$ cat src/rtl/cla_nibble_seq_ctrl.sv
// Nibble-serial WIDTH-bit adder controller driving one shared external 4-bit CLA.
// Start/ready/done handshake; one nibble per clock, LSB first, carry chained through carry_r.
module cla_nibble_seq_ctrl #(
  parameter int unsigned WIDTH = 16
) (
  input  logic             clk,
  input  logic             rst,
  input  logic             start,
  input  logic [WIDTH-1:0] a,
  input  logic [WIDTH-1:0] b,
  input  logic             cin,
  output logic             ready,
  output logic             busy,
  output logic             done,
  output logic [WIDTH-1:0] sum,
  output logic             cout,
  output logic [3:0]       cla_a,
  output logic [3:0]       cla_b,
  output logic             cla_cin,
  input  logic [3:0]       cla_s,
  input  logic             cla_c3
);

  localparam int unsigned NIB = WIDTH / 4;
  localparam int unsigned IW  = (NIB > 1) ? $clog2(NIB) : 1;
  localparam logic [IW-1:0] LAST = IW'(NIB - 1);

  typedef enum logic [1:0] {
    IDLE,
    RUN,
    DONE
  } state_t;

  state_t           state;
  logic [IW-1:0]    idx;
  logic             carry_r;
  logic [WIDTH-1:0] a_r;
  logic [WIDTH-1:0] b_r;

  // Nibble select via constant-index loop keeps part-select widths exact for any WIDTH.
  always_comb begin
    cla_a   = '0;
    cla_b   = '0;
    cla_cin = 1'b0;
    if (state == RUN) begin
      cla_cin = carry_r;
      for (int unsigned i = 0; i < NIB; i++) begin
        if (idx == IW'(i)) begin
          cla_a = a_r[4*i +: 4];
          cla_b = b_r[4*i +: 4];
        end
      end
    end
  end

  always_ff @(posedge clk) begin
    if (rst) begin
      state   <= IDLE;
      idx     <= '0;
      carry_r <= 1'b0;
      a_r     <= '0;
      b_r     <= '0;
      sum     <= '0;
      cout    <= 1'b0;
      done    <= 1'b0;
      ready   <= 1'b1;
      busy    <= 1'b0;
    end else begin
      case (state)
        IDLE: begin
          if (start) begin
            a_r     <= a;
            b_r     <= b;
            carry_r <= cin;
            idx     <= '0;
            sum     <= '0;
            cout    <= 1'b0;
            state   <= RUN;
            ready   <= 1'b0;
            busy    <= 1'b1;
          end
        end
        RUN: begin
          for (int unsigned i = 0; i < NIB; i++) begin
            if (idx == IW'(i)) sum[4*i +: 4] <= cla_s;
          end
          carry_r <= cla_c3;
          if (idx == LAST) begin
            cout  <= cla_c3;
            idx   <= '0;
            state <= DONE;
            busy  <= 1'b0;
            done  <= 1'b1;
          end else begin
            idx <= idx + 1'b1;
          end
        end
        DONE: begin
          state <= IDLE;
          done  <= 1'b0;
          ready <= 1'b1;
        end
        default: begin
          state <= IDLE;
          idx   <= '0;
          done  <= 1'b0;
          ready <= 1'b1;
          busy  <= 1'b0;
        end
      endcase
    end
  end

endmodule
$ cat config.mk
export PLATFORM = sky130hd
export DESIGN_NAME = cla_nibble_seq_ctrl
export DESIGN_NICKNAME = d
export VERILOG_FILES = /design/src/rtl/cla_nibble_seq_ctrl.sv
export SDC_FILE = /design/constraint.sdc
export NUM_CORES = 1
export LEC_CHECK = 0
export ABC_AREA = 1
export BUFFER_PORTS_ARGS = -buffer_cell sky130_fd_sc_hd__buf_4
export CELL_PAD_IN_SITES_DETAIL_PLACEMENT = 1
export CELL_PAD_IN_SITES_GLOBAL_PLACEMENT = 2
export CORE_MARGIN = 1
export CORE_UTILIZATION = 26
export CTS_CLUSTER_DIAMETER = 200
export CTS_CLUSTER_SIZE = 12
export DETAILED_ROUTE_END_ITERATION = 16
export PLACE_DENSITY_LB_ADDON = 0.08
export SLEW_MARGIN = 25
export SYNTH_ARGS = -nofsm -noshare
export SYNTH_HDL_FRONTEND = slang
export SYNTH_SLANG_ARGS = --single-unit
export TNS_END_PERCENT = 50
$ cat constraint.sdc
create_clock -name clk -period 1.5 [get_ports clk]
set_input_delay 0.3 -clock clk [delete_from_list [all_inputs] [get_ports clk]]
set_output_delay 0.3 -clock clk [all_outputs]
set_load 0.05 [all_outputs]
## Word level (Yosys, flattened, before mapping)

Index checks and enable logic that the tools add are counted.

| word-level totals | value |
|---|---|
| bits in registers | 57 |
| input port bits | 41 |
| word-level logic and storage cells | 75 |

| operators by class | value |
|---|---|
| add/sub/neg operators | 1 |
| eq/ne operators | 10 |
| mux-type cells | 34 |
| bitwise operators | 3 |
| reductions and logical operators | 14 |

Operators by type and width:

| kind | number |
|---|---|
| $mux W4 | 14 |
| $pmux W16 S2 | 1 |
| $mux W16 | 1 |
| $reduce_and A3 Y1 | 5 |
| $reduce_and A2 Y1 | 6 |
| $mux W2 | 4 |
| $ne A2 B1 Y1 const B | 4 |
| $pmux W1 S2 | 4 |
| $mux W1 | 7 |
| $eq A2 B2 Y1 const B | 3 |
| $pmux W2 S3 | 1 |
| $eq A2 B1 Y1 const B | 2 |
| $logic_not A2 Y1 | 2 |
| $pmux W2 S2 | 1 |
| $not A1 Y1 | 3 |
| $pmux W1 S3 | 1 |
| $add A2 B1 Y2 const B | 1 |
| $ne A2 B2 Y1 const B | 1 |
| $reduce_bool A2 Y1 | 1 |

## Longest topological paths before layout

Gate-level depths: netlist of the first run.

| logic depth | value |
|---|---|
| word-level depth | 6 |
| depth in mapped cells | 8 |
| gate-level depth less buffers | 7 |

## Worst setup path after synthesis of the first run

No wires, ideal clock.

| timing path | value |
|---|---|
| kind | reg-to-output |
| start point | reg idx[1] |
| end point | out cla_a[0] |
| arrival | 1.412 ns |
| data required time | 1.200 ns |
| slack | -0.212 ns |
| stages on the path, launching flop included | 9 |
| buffers on the path | 1 |
| cell sequence | dfxtp_1 inv_1 ha_1 buf_2 clkinv_1 nand3_1 nand2_1 o211ai_1 nand2_1 |

| on the way | value |
|---|---|
| word-level cells in the longest chain between the ends | 6 |
| elaborated cells between the ends (all ways) | 9 |

Ends and longest elaborated chain:

| what | RTL line | text |
|---|---|---|
| start, declared | 35 | `logic [IW-1:0] idx;` |
| start signal, assigned | 95 | `idx <= idx + 1'b1;` |
| $logic_not A2 Y1 | 48 | `if (idx == IW'(i)) begin` |
| $mux W4 (3 in a row) | 48 |  |
| $mux W4 (*) | 48 |  |
| $mux W4 (*) | 45 | `if (state == RUN) begin` |
| end, declared | 17 | `output logic [3:0] cla_a,` |

Mark *: on every way between the ends. The rest lies on a longest branch, timed or not.

## Final worst setup path of the first run

| timing path | value |
|---|---|
| start point | reg idx[1] |
| end point | out cla_b[0] |

| on the way | value |
|---|---|
| word-level cells in the longest chain between the ends | 6 |
| elaborated cells between the ends (all ways) | 9 |

Ends and longest elaborated chain:

| what | RTL line | text |
|---|---|---|
| $logic_not A2 Y1 | 48 |  |
| $mux W4 (3 in a row) | 48 |  |
| $mux W4 (*) | 48 |  |
| $mux W4 (*) | 45 |  |
| end, declared | 18 | `output logic [3:0] cla_b,` |

Marks and branches as above.

==> results of run 1 <==
==> how the worst max path moves through the flow <==
| stage | slack [ns] | cells past startpoint | to | from |
|---|---|---|---|---|
| 4_1_cts | -0.43 | 7 | cla_b[2] | idx[0] |
| 5_1_grt | -0.50 | 7 | cla_a[0] | idx[0] |
| 2_1_floorplan | 0.002 | 8 | cla_a[1] | idx[1] |
| 6_report | -0.39 | 8 | cla_b[0] | idx[1] |
| 3_3_place_gp | -0.18 | 8 | cla_a[1] | idx[0] |
| 3_5_place_dp | -0.23 | 8 | cla_b[2] | idx[0] |
==> power groups by stage <==
| stage | Combinational [mW] | Sequential, mW | Clock, mW |
|---|---|---|---|
| after global routing | 0.887 | 1.70 | 1.59 |
| after global placement | 0.764 | 1.72 | 0 |
| final | 0.805 | 1.69 | 1.47 |
| after floorplan | 0.409 | 1.80 | 0 |
| after detailed placement | 0.772 | 1.72 | 0 |
| after CTS | 0.818 | 1.69 | 1.52 |
==> layout by cell type, fill, tap and decap left out, types with 2 or more instances in the layout <==
| master | synthesis | final |
|---|---|---|
| nand2_4 | 2 | 2 |
| a21oi_1 | 29 | 24 |
| inv_2 | 1 | 3 |
| dfxtp_1 | 57 | 53 |
| nand2_1 | 71 | 63 |
| ha_4 | 0 | 3 |
| o211ai_1 | 8 | 8 |
| clkbuf_8 | 0 | 11 |
| nor2_1 | 76 | 75 |
| buf_8 | 0 | 5 |
| nand3_1 | 10 | 10 |
| nor2_4 | 7 | 8 |
| inv_1 | 13 | 9 |
| clkinv_4 | 0 | 3 |
| clkinv_2 | 1 | 2 |
| dfxtp_4 | 0 | 3 |
| a21oi_2 | 0 | 5 |
| o21ai_0 | 34 | 34 |
| buf_4 | 3 | 78 |
| nand2_2 | 2 | 10 |
| buf_6 | 5 | 10 |
| inv_4 | 1 | 2 |
| nand3b_1 | 5 | 5 |
==> cell type report <==
type,instances,area [sq um],share of cell area
Multi-Input combinational cell,250,1290,0.352
Inverter,18,92.6,0.0252
Clock buffer,12,155,0.0423
Clock inverter,3,40.0,0.0109
Sequential cell,57,1150,0.314
Timing Repair Buffer,93,773,0.211
Tap cell,129,161,0.0440
==> registers in the layout (all words and copies together), names as in the netlist, 2 cells and up <==
signal / cells
a_r: 16
b_r: 16
idx: 2
state: 2
sum: 16
==> kinds of logic (layout without fill, tap and decap cells) <==
family | count (synthesis) | after routing | share of synthesized area
buffers and inverters | 36 | 126 | 0.0768
adders and majority gates | 4 | 4 | 0.0197
AOI/OAI and AO/OA | 72 | 72 | 0.151
DFF | 57 | 57 | 0.449
and+or+nand+nor | 174 | 174 | 0.304
==> through the flow <==
stage          power, mW  setup WS, ns
6_report            3.96        -0.394
5_1_grt             4.17        -0.501
4_1_cts             4.03        -0.430
3_5_place_dp        2.49        -0.227
3_3_place_gp        2.48        -0.178
2_1_floorplan       2.21       0.00240
==> what timing repair did <==
action,in CTS,in global routing
pin swaps,6,11
gates resized for setup,42,2
buffers inserted,0,0
gates cloned,0,0
endpoints found under the setup margin,13,10
hold endpoints to repair,0,0
==> layer usage <==
layer,vias up,part of all wire
li1,1276,-
met1,1140,0.47
met3,10,0.050
met2,51,0.47
met5,-,0
met4,0,0.011
==> critical path, stage by stage, from the launching register on <==
cell and delay, ns:
dfxtp_4 0.39, inv_4 0.05, ha_4 0.18, buf_6 0.12
a21oi_1 0.13, nand2_1 0.07, o211ai_1 0.10, nand2_2 0.07
buf_6 0.15
==> results_dict.tcl, run 1 <==
set metrics [dict create \
    antenna_cells 0 \
    critical_path_class "reg -> out" \
    ff2ff_path_depth 6 \
    grt_pass1_wl_mm 12.9 \
    setup_viol 9 \
    maxSlewHeadroom 0.814 \
    combPwrFrac 0.204 \
    track_usage 0.167 \
    worst_pin_slew_ns 0.279 \
    synth_cell_types 23 \
    synth.area.top_cells "dfxtp_1, nor2_1, nand2_1" \
    grt_overflow_total 0 \
    grt_pass1_vias 2582 \
    wl_per_cell_um 13.7 \
    htreeDepth 3 \
    synth-async-reset-ratio 0 \
    final_cells 562 \
    gr-max-usage-layer "met2" \
    fin_ws_ns -0.394 \
    vias 2477 \
    p_leak_nw 1.67 \
    synth_commonest_cells "nor2_1, nand2_1, dfxtp_1, o21ai_0, a21oi_1" \
    area_delta_synth_final_pct 44.3 \
    regToRegEndpoint "b_r[6]" \
    yosysMostFrequentCell "nor2_1" \
    worst_ep_required_time_ns 1.20 \
    root_buffer "clkbuf_8" \
    row_count 35 \
    cp-start-kind "flop" \
    fmax_mhz 528 \
    hold_depth 3 \
    power_frac_clock 0.370 \
    ys_warn_count 0 \
    seqPwrFrac 0.426 \
    outcome "complete, but fails checks" \
    rsz0062_at_grt "true" \
    synth_top_cell_area_share 0.449 \
    crit_fanout 4 \
    first_iter_violations 50 \
    met1_usage 0.206 \
    dp_hpwl_mm 5.61 \
    placedCellCount 547 \
    first_pass_iters 4 \
    antenna_found_initial 0 \
    syn_area_sq_um 2540 \
    antenna_left 0 \
    cts_sinks 57 \
    failed_checks "negative setup slack" \
    grtUsageMet2 0.282 \
    yosysSeqAreaShare 0.449 \
    final_cell_area_sq_um 3670 \
    hold_violations 0 \
    power.switching_mw 1.17 \
    skew_ns 0.0118 \
    cp.arrival_ns 1.59 \
    die_w_um 101 \
    yosys.area.top_type "dfxtp_1" \
    p_sw_frac 0.297 \
    dpl_cell_area_sq_um 3310 \
    gp_congestion 0.770 \
    cts_made_buffers 9 \
    core_sq_um 9370 \
    cp-end-kind "primary output" \
    syn_avg_cell_area_sq_um 7.41 \
    min_from "b[1]" \
    drive_gt1_frac 0.346 \
    fillCellCount 1178 \
    layout_min_cycle_time_ns 1.89 \
    hold_path.class "in -> reg" \
    die_h_um 101 \
    cts_buffer_depth 2 \
    reg2reg_from "state[1]" \
    grtUsageMet3 0.0506 \
    cts_tree "done" \
    reg2reg_slack_ns 0.09 \
    powerDensity_nw_per_um2 1080 \
    fin_hold_ws_ns 0.210 \
    clk_latency_ns 0.34 \
    io_buffers 69 \
    peakVddDrop_uv 475 \
    syn_nets 388 \
    final_max_slew_viol_count 0 \
    nets 474 \
    cts.clk_slew.worst_paths_ns 0.07 \
    post-route-util 0.391 \
    floorplan.initialDensity 0.271 \
    viasPerCell 4.41 \
    synthCells 343 \
    max_cap_violations 0 \
    internal_power_mw 2.78 \
    final.period_utilization 1.26 \
    ys_ff_latch 57 \
    drc 0 \
    hold_path_end "b_r[1]" \
    synth-edff-count 0 \
    dieArea_sq_um 10200 \
    io_pins 70 \
    ctsHoldBuffers 0 \
    grt_max_degree 34 \
    tns_ns -3.15 \
    wl_mm 7.72 \
    synth-main-ff-cell "dfxtp_1" \
]
Power figures use the tool's default switching activity.
==> run 2, diff against run 1 <==
Settings changed: GPL_TIMING_DRIVEN from default to 0.
==> run 2 against run 1 <==
Net effect:
- via count increased by 2.4%
- the run still ends with negative setup slack left
- cell area increased by 5.5%
- die area unchanged
- global-route usage increased by 1.3 points
- largest power group unchanged
- clock skew decreased by 0.0012 ns
- total power decreased by 3.8%
- non-clock buffer count increased by 7
- register-to-register slack got worse by 0.03 ns
- highest routed layer unchanged
- sequential power about the same
==> results_dict.tcl, run 2 (synthesis results as in run 1) <==
set metrics [dict create \
    nets 483 \
    layout_commonest_cell "nor2_1" \
    grt_pass1_vias 2597 \
    cp-start-kind "flop" \
    dieArea_sq_um 10200 \
    die_h_um 101 \
    track_usage 0.181 \
    critical_path_class "reg -> out" \
    worst_ep_required_time_ns 1.20 \
    grt_overflow_total 0 \
    antenna_found_initial 0 \
    htreeDepth 3 \
    wl_mm 8.54 \
    layout_common_cells "nor2_1, buf_4, nand2_1" \
    cts_tree "done" \
    vias 2536 \
    maxSlewHeadroom 0.667 \
    cp.arrival_ns 1.65 \
    row_count 35 \
    viasPerCell 4.43 \
    cp-end-kind "primary output" \
    floorplan.initialDensity 0.271 \
    peakVddDrop_uv 336 \
    final.period_utilization 1.30 \
    antenna_left 0 \
    area_delta_synth_final_pct 52.2 \
    max_cap_violations 0 \
    dp_hpwl_mm 5.73 \
    hold_path.class "in -> reg" \
    gp_congestion 0.726 \
    fmax_mhz 512 \
    cts.clk_slew.worst_paths_ns 0.07 \
    cts_made_buffers 9 \
    powerDensity_nw_per_um2 983 \
    setup_viol 9 \
    rsz0062_at_grt "true" \
    placedCellCount 540 \
    die_w_um 101 \
    final_max_slew_viol_count 0 \
    ctsHoldBuffers 0 \
    fin_ws_ns -0.453 \
    drc 0 \
    io_buffers 68 \
    core_sq_um 9370 \
    cts_buffer_depth 2 \
    tns_ns -3.63 \
    hold_violations 0 \
    grt_pass1_wl_mm 13.7 \
    root_buffer "clkbuf_8" \
    worst_pin_slew_ns 0.499 \
    wl_per_cell_um 14.9 \
    clk_latency_ns 0.34 \
    p_total_mw 3.81 \
    antenna_cells 0 \
    fin_hold_ws_ns 0.201 \
    fillCellCount 1180 \
    crit_fanout 6 \
    failed_checks "negative setup slack" \
    first_pass_iters 4 \
    largest_registers "a_r (16), b_r (16), sum (16)" \
    skew_ns 0.0106 \
    final_cells 572 \
    first_iter_violations 41 \
    cts_sinks 57 \
    p_leak_nw 1.72 \
    io_pins 70 \
    grt_max_degree 11 \
    drive_gt1_frac 0.386 \
    outcome "complete, but fails checks" \
    layout_min_cycle_time_ns 1.95 \
]
run 2: what timing repair did:
action,CTS,global route
endpoints found under the setup margin,9,21
gates resized for setup,51,44
pin swaps,17,19
endpoints found under the hold margin,0,0
setup buffers,3,9
cloned,5,0
run 2: where the power goes:
part | leakage (nW) | internal [mW] | switching, mW | total [mW]
Clock | 0.0839 | 0.589 | 0.624 | 1.21
Combinational | 1.16 | 0.361 | 0.532 | 0.893
Sequential | 0.472 | 1.62 | 0.0772 | 1.70
Total | 1.72 | 2.57 | 1.23 | 3.81
run 2: worst paths after layout:
path                  from       end  slack (ns)  cells past startpoint
setup / recovery    idx[1]  cla_b[3]       -0.45                      8
setup reg to reg  state[1]   a_r[15]        0.06                      8
hold / removal       a[12]   a_r[12]        0.20                      3
hold reg to reg     sum[9]    sum[9]        0.46                      2
run 2: per-stage QoR:
stage	worst slack (ns)	area, sq um	util
after floorplan	0.00240	2580	-
after global placement	-0.241	3260	0.348
after detailed placement	-0.265	3260	0.348
after CTS	-0.484	3680	0.393
after global routing	-0.564	3870	0.413
final	-0.453	3870	0.413
run 2: routing by layer:
metal	vias up	part of all wire	wire, um	GRT usage
met5	-	0	0	0
met4	0	0.0076	65	0.0412
met3	6	0.050	423	0.0465
met2	62	0.46	3940	0.292
met1	1165	0.48	4110	0.241
li1	1303	-	-	-
run 2: layout make-up:
cell class | count | area (sq um) | share of cell area
Tap cell | 129 | 161 | 0.0417
Inverter | 18 | 114 | 0.0294
Clock buffer | 12 | 135 | 0.0349
Clock inverter | 4 | 20.0 | 0.00517
Sequential cell | 57 | 1150 | 0.298
Timing Repair Buffer | 82 | 701 | 0.181
Multi-Input combinational cell | 251 | 1410 | 0.363
Buffer | 18 | 163 | 0.0420
Timing Repair inverter | 1 | 16.3 | 0.00420
run 2: critical path, stage by stage (launching register included):
cell and delay (ns):
dfxtp_4 0.39, inv_4 0.06, ha_4 0.17, buf_12 0.15
a21oi_1 0.15, nand2_1 0.07, o211ai_1 0.10, nand2_2 0.08
buf_6 0.16
